==> src/rtl/lab4_control_sequencer.sv <==
// Multicycle LEGv8 control sequencer for the RF/ALU/DM datapath.
// Takes one instruction per handshake, walks DECODE/EXEC/MEM/WB, then retires it.
module lab4_control_sequencer #(
  parameter int CNT_W = 16
) (
  input  logic             Clock,
  input  logic             Reset_n,
  input  logic [31:0]      Instr,
  input  logic             InstrValid,
  output logic             InstrReady,
  output logic [4:0]       Read1,
  output logic [4:0]       Rm,
  output logic [4:0]       Rt,
  output logic [4:0]       WriteReg,
  output logic [8:0]       SEin,
  output logic [10:0]      OpcodeField,
  output logic [1:0]       ALUOp,
  output logic [1:0]       ALUSrc,
  output logic [1:0]       MemtoReg,
  output logic [1:0]       Reg2Loc,
  output logic             RegWrite,
  output logic             MemRead,
  output logic             MemWrite,
  output logic             Done,
  output logic             IllegalOp,
  output logic [CNT_W-1:0] InstrCount
);

  localparam logic [10:0] OPC_ADD  = 11'b10001011000;
  localparam logic [10:0] OPC_SUB  = 11'b11001011000;
  localparam logic [10:0] OPC_AND  = 11'b10001010000;
  localparam logic [10:0] OPC_ORR  = 11'b10101010000;
  localparam logic [10:0] OPC_LDUR = 11'b11111000010;
  localparam logic [10:0] OPC_STUR = 11'b11111000000;

  typedef enum logic [2:0] {
    S_IDLE, S_DECODE, S_EXEC, S_MEM, S_WB, S_DONE, S_ERR
  } state_t;

  state_t           state_q, state_d;
  logic [31:0]      instr_q, instr_d;
  logic [CNT_W-1:0] count_q, count_d;
  logic             regwrite_q, regwrite_d;
  logic             memread_q, memread_d;
  logic             memwrite_q, memwrite_d;
  logic             done_q, done_d;
  logic             illegal_q, illegal_d;

  logic [10:0] opc;
  logic        is_r, is_ldur, is_stur, is_legal, in_err;
  logic        unused_bits;

  assign opc         = instr_q[31:21];
  assign is_r        = (opc == OPC_ADD) || (opc == OPC_SUB) ||
                       (opc == OPC_AND) || (opc == OPC_ORR);
  assign is_ldur     = (opc == OPC_LDUR);
  assign is_stur     = (opc == OPC_STUR);
  assign is_legal    = is_r || is_ldur || is_stur;
  assign in_err      = (state_q == S_ERR);
  assign unused_bits = ^instr_q[11:10];

  always_comb begin
    state_d = state_q;
    instr_d = instr_q;
    count_d = count_q;
    unique case (state_q)
      S_IDLE: begin
        if (InstrValid) begin
          instr_d = Instr;
          state_d = S_DECODE;
        end
      end
      S_DECODE: state_d = is_legal ? S_EXEC : S_ERR;
      S_EXEC:   state_d = is_r ? S_WB : S_MEM;
      S_MEM:    state_d = is_ldur ? S_WB : S_DONE;
      S_WB:     state_d = S_DONE;
      S_DONE: begin
        count_d = count_q + CNT_W'(1);
        state_d = S_IDLE;
      end
      S_ERR:    state_d = S_IDLE;
      default:  state_d = S_IDLE;
    endcase
  end

  // Strobes are registered from the next state so they come straight off flops.
  always_comb begin
    regwrite_d = (state_d == S_WB) && (instr_q[4:0] != 5'd31);
    memread_d  = is_ldur && ((state_d == S_MEM) || (state_d == S_WB));
    memwrite_d = is_stur && (state_d == S_MEM);
    done_d     = (state_d == S_DONE);
    illegal_d  = (state_d == S_ERR);
  end

  always_ff @(posedge Clock or negedge Reset_n) begin
    if (!Reset_n) begin
      state_q    <= S_IDLE;
      instr_q    <= '0;
      count_q    <= '0;
      regwrite_q <= 1'b0;
      memread_q  <= 1'b0;
      memwrite_q <= 1'b0;
      done_q     <= 1'b0;
      illegal_q  <= 1'b0;
    end else begin
      state_q    <= state_d;
      instr_q    <= instr_d;
      count_q    <= count_d;
      regwrite_q <= regwrite_d;
      memread_q  <= memread_d;
      memwrite_q <= memwrite_d;
      done_q     <= done_d;
      illegal_q  <= illegal_d;
    end
  end

  always_comb begin
    Read1       = '0;
    Rm          = '0;
    Rt          = '0;
    WriteReg    = '0;
    SEin        = '0;
    OpcodeField = '0;
    ALUOp       = 2'b00;
    ALUSrc      = 2'b00;
    MemtoReg    = 2'b00;
    Reg2Loc     = 2'b00;
    if (!in_err) begin
      Read1       = instr_q[9:5];
      OpcodeField = opc;
      if (is_r) begin
        Rm       = instr_q[20:16];
        WriteReg = instr_q[4:0];
        ALUOp    = 2'b10;
      end
      if (is_ldur || is_stur) begin
        SEin   = instr_q[20:12];
        ALUSrc = 2'b01;
      end
      if (is_ldur) begin
        WriteReg = instr_q[4:0];
        MemtoReg = 2'b01;
      end
      if (is_stur) begin
        Rt      = instr_q[4:0];
        Reg2Loc = 2'b01;
      end
    end
  end

  // Ready is masked by reset so nothing looks acceptable while held in reset.
  assign InstrReady = Reset_n && (state_q == S_IDLE);
  assign RegWrite   = regwrite_q;
  assign MemRead    = memread_q;
  assign MemWrite   = memwrite_q;
  assign Done       = done_q;
  assign IllegalOp  = illegal_q;
  assign InstrCount = count_q;

endmodule

==> config.mk <==
export PLATFORM = sky130hd
export DESIGN_NAME = lab4_control_sequencer
export DESIGN_NICKNAME = d
export VERILOG_FILES = /design/src/rtl/lab4_control_sequencer.sv
export SDC_FILE = /design/constraint.sdc
export NUM_CORES = 1
export LEC_CHECK = 0
export ABC_AREA = 1
export CELL_PAD_IN_SITES_DETAIL_PLACEMENT = 1
export CELL_PAD_IN_SITES_GLOBAL_PLACEMENT = 1
export CORE_UTILIZATION = 31
export CTS_CLUSTER_SIZE = 16
export DETAILED_ROUTE_END_ITERATION = 10
export HOLD_SLACK_MARGIN = 0.1
export PLACE_DENSITY = 0.87
export REMOVE_ABC_BUFFERS = 1
export SLEW_MARGIN = 10
export SYNTH_ARGS = -nofsm -noshare
export SYNTH_HDL_FRONTEND = slang
export SYNTH_SLANG_ARGS = --single-unit
==> constraint.sdc <==
create_clock -name Clock -period 1.8 [get_ports Clock]
set_input_delay 0.18 -clock Clock [delete_from_list [all_inputs] [get_ports Clock]]
set_output_delay 0.18 -clock Clock [all_outputs]
set_load 0.01 [all_outputs]
* Yosys cells after proc, flatten, opt, wreduce, memory -nomap -nowiden
Cells that the tools add are included.
Storage, ports and cells: bits in registers 56, latch bits 0, RAM bits 0, bits in read-only memories 0, output and inout bits 70, memories kept 0
Operators by class: add/subtract/negate cells 1, $mul 0, div/mod/pow operators 0, magnitude comparators 0, equality and inequality tests 17, shift operators 0, multiplexer cells 24, bitwise logic cells 0, reduce and logical (&&, ||, !) cells 13
Operators by type and width (number):
- 11-bit equality test (second input constant) | 6
- 5-bit two-way mux | 8
- 3-bit equality test (second input constant) | 6
- 9-bit two-way mux | 2
- 16-bit by 1-bit adder with 16-bit output (second input constant) | 1
- 3-bit one-hot mux with 5 select lines | 1
- 11-bit two-way mux | 1
- 3-bit by 2-bit equality test with 1-bit output (second input constant) | 3
- 3-bit two-way mux | 3
- 1-bit logical OR | 7
- 1-bit two-way mux | 7
- 5-bit inequality test (second input constant) | 1
- 1-bit logical AND | 4
- 2-bit two-way mux | 2
- 3-bit by 1-bit equality test with 1-bit output (second input constant) | 1
- 3-bit logical NOT | 1
- 2-bit AND reduction | 1

* Logic depth before layout (Yosys ltp)
word-level depth 11, mapped depth 11, gate-level depth less buffers 11

* Worst setup path after synthesis
OpenSTA, ideal clock, no wires.
path type register -> output, start reg instr_q[26], end out SEin[0], arrival 1481 ps, required time 1620 ps, setup slack 139 ps, cell stages (with the launch flop) 12, cells stage by stage dfrtp_1 > inv_1 > nand2_1 > nor2_1 > nand2_1 > nor2_1 > inv_1 > nor2_1 > inv_1 > nand2_2 > inv_2 > nor2_1
Between the ends: word-level cells in the longest chain between the ends 4, elaborated cells between the ends (all ways) 5, classes of those cells eq/ne (2); mux (2); reduce/logical (1)
RTL lines:
- from (decl) | RTL line 41 | logic [31:0] instr_q, instr_d;
- from (signal assigned) | RTL line 107 | instr_q <= instr_d;
- 11-bit equality test (on tied branches) | RTL line 56, 57
- 1-bit logical OR * | RTL line 136 | if (is_ldur || is_stur) begin
- 9-bit two-way mux * | RTL line 136
- 9-bit two-way mux * | RTL line 128 | if (!in_err) begin
- to (decl) | RTL line 15 | output logic [8:0] SEin,
Every way passes the cells marked *; elsewhere a longest branch is shown, timed or not.

* Worst setup path after layout
start reg instr_q[24], end out SEin[6]
The elaborated chain is that of the path after synthesis.

==> results.md <==
* Fin Setup TNS at -5.01 ns
* Total Routing Usage GR at 0.201
* First-pass GRT wire length at between 10,000 and 15,000 um
* Via count at between 2,000 and 3,000
* Die Area at approximately 9100 um2
* IO Pins at around 110
* Min Tclk post-route at approximately 2 ns
* Post-synthesis sequential area ratio at 0.500
* Yosys top cell area share at 0.500
* Drt first-iter violations at 75
* Worst Setup Start Kind: flip-flop
* FMAX at about 490 MHz
* Number of fill cells in the layout at between 900 and 1,000
* Max IR drop VDD at about 0.00074 V
* Seq. cell area at roughly 1400 um2
* Worst Hold Class: input pin to flip-flop
* CTS tree: built
* HPWL Detailed at about 6000 um
* Total Wirelength at between 9000 and 10,000 um
* Routed len/inst at roughly 15 um
* Worst slew pin tran at between 0.7 and 0.8 ns
* Seq cells post-synth at 54
* Yosys warns at 0
* Total CTS buffers at 5
* Starting Density at 0.324
* First-pass DRT Iterations at 4
* Critical path type: flip-flop to primary output
* Power per cell area at ~1300 nW/um2
* Vias/cell at between 4 and 5
* Pins over their slew limit at 0
* Failing checks: setup timing
* # port buffers at 98
* Worst setup EP type: primary output
* Most numerous cell in the Yosys netlist: nand2_1
* End-of-flow core utilization at 0.544
* Drt drc at 0
* Grt met2 use at 0.383
* Status: complete, but fails checks
* Total of max-cap violations at 0
* Antenna violations before repair at 0
* Nets at approximately 530
* Reg-to-reg startpoint: instr_q[25]
* Die Span Y at approximately 95 um
* Post-DP Area at 4010 um2
* RSZ-0062 raised after global routing: true
* Final cell count without fillers at roughly 600
* Final setup fails at 38
* Gpl congestion at around 0.74
* Crit path DAT at roughly 1.9 ns
* Vias in the first global route at just under 3,000
* Critical Path Fanout Max at 5
* Synth area leader: dfrtp_1
* Placed Instances at ~570
* M1 GR Usage at 0.217
* Worst Hold Launch: Instr[6]
* Critical Path RT at roughly 1.6 ns
* Most instantiated cells after synthesis: nand2_1, inv_1, dfrtp_1, nor2_1, o21ai_0
* Finished Cell Area at ~4500 um2
* Slew margin rel. at 0.523
* Layout cells sized above 1 at 0.400
* Layout area overhead at 68.1%
* Crit. Startpoint: instr_q[24]
* Final Hold Fails at 0
* Syn_area_per_cell at a little under 8 um2
* Static leakage at 2.34 nW
* Mapped Area at between 2000 and 3000 um2
* CTS H-tree lvls at 2
* Synth area leaders: dfrtp_1, nand2_1, inv_1
* Core Region at between 8000 and 9000 um2
* Cell Chain, Critical Path: nor2_2 -> inv_1 -> nor2_2 -> nand3_4 -> nor2_4 -> inv_1 -> nand2_4 -> inv_6 -> nor2_2 -> buf_2
* Final period util at 1.13
* CTS Root Cell: clkbuf_8
* CP max stage delay at 0.41 ns
* Cell variety after synth at 33
* Post-synth top flop: dfrtp_1
* CTS max path bufs at 2
* DRT antenna net count at 0
* Die Wd at around 95 um
* Clock sinks at 54
* Cell at the slowest stage of the critical path: dfrtp_1
* Worst-Skew Late Latency at between 0.3 and 0.4 ns
* Clk slew on worst S/H paths at 0.10 ns
* Most common cell on crit path: nor2_2
* Largest net degree at the start of global routing at 55
* Max Clock Skew at 0.00752 ns
* Multi-input gate area at roughly 1400 um2
* Grt total ovfl at 0
* Number of synthesized flops with an enable pin at 0
* Grt met3 use at 0.0423
* Gr busiest metal: met2
* Async S/R FF share, synth at 1.00
* PnR worst setup slack at -0.231 ns
* Placement row count at 33
* # diodes at 0
* Gate Count Post-Synth at about 340
cells in the final DEF, fill, tap and decap left out, drive strengths merged:
master and instances:
xnor2 5, conb 4, clkinv 1, clkinvlp 2
or2 1, dlygate4sd2 1, ha 1, mux2 1
nor2 45, buf 93, bufinv 1, inv 61
dlygate4sd3 1, nand3b 1, a21oi 3, dfrtp 54
clkbuf 7, clkdlybuf4s50 52, o21ai 21, nand4 1
xor2 8, nor3b 1, nor3 10, nor4 2
o21bai 1, clkdlybuf4s15 2, nand3 12, nand2 101
through the flow:
step	power, mW	worst slack, ns	hold slack [ns]
CTS	5.33	-0.208	0.387
finish	5.97	-0.231	0.390
global placement	4.30	-0.239	0.389
detailed placement	4.44	-0.374	0.399
global route	6.40	-0.320	0.410
floorplan	3.08	-0.513	-0.116
worst paths after layout:
path / end / slack, ns / depth (start not counted)
setup / recovery: SEin[6] / -0.23 / 10
hold / removal: instr_q[6] / 0.39 / 3
setup reg to reg: Done / -0.10 / 13
hold reg to reg: RegWrite / 0.47 / 1
max in group asynchronous: instr_q[13] / 0.76 / 3
min in group asynchronous: InstrCount[5] / 0.55 / 3
cells by family (layout without fill, tap and decap cells):
family	after synthesis	count (layout)	synth area share
AO/OA/AOI/OAI	25	25	0.0472
multiplexers	1	1	0.00417
adder cells (fa/ha/maj)	1	1	0.00463
AND/OR/NAND/NOR	174	174	0.289
other	1	4	0.00139
XOR/XNOR	13	13	0.0449
buffers and inverters	72	221	0.109
flip-flops	54	54	0.500
per-layer routing:
metal,part of all wire,wire (um)
met5,0,0
met4,0.028,263
met1,0.38,3500
met2,0.56,5170
met3,0.035,321
what timing repair did:
item	in CTS	in global routing
setup endpoints to repair	48	49
endpoints found under the hold margin	54	0
hold buffers	1	0
gates cloned	1	1
setup buffers	11	11
pin swaps	8	20
resized for setup	226	80
layout make-up:
class / instances / area share
inverter: 61 / 0.0543
timing repair buffer: 151 / 0.285
multi-input combinational: 218 / 0.308
timing repair inverter: 1 / 0.00138
clock buffer: 5 / 0.0152
clock inverter: 3 / 0.00992
sequential: 54 / 0.298
tap: 105 / 0.0289
flip-flops by register name (all words and copies together) (netlist names):
name,flops
RegWrite,1
instr_q,30
InstrCount,16
state_q,3
IllegalOp,1
MemWrite,1
MemRead,1
Done,1
worst max-delay path: cells and delay by family (launching register included):
kind                   cells  cell delay, ns
DFF                        1            0.41
and+or+nand+nor            6            0.76
buffers and inverters      4            0.36
where the power goes:
| group | switching (mW) | leakage (nW) | internal (mW) |
|---|---|---|---|
| clock network | 0.437 | 0.0504 | 0.415 |
| registers | 0.301 | 0.690 | 1.65 |
| logic | 1.74 | 1.59 | 1.43 |
Note: power is estimated with default switching activity, not from simulation.
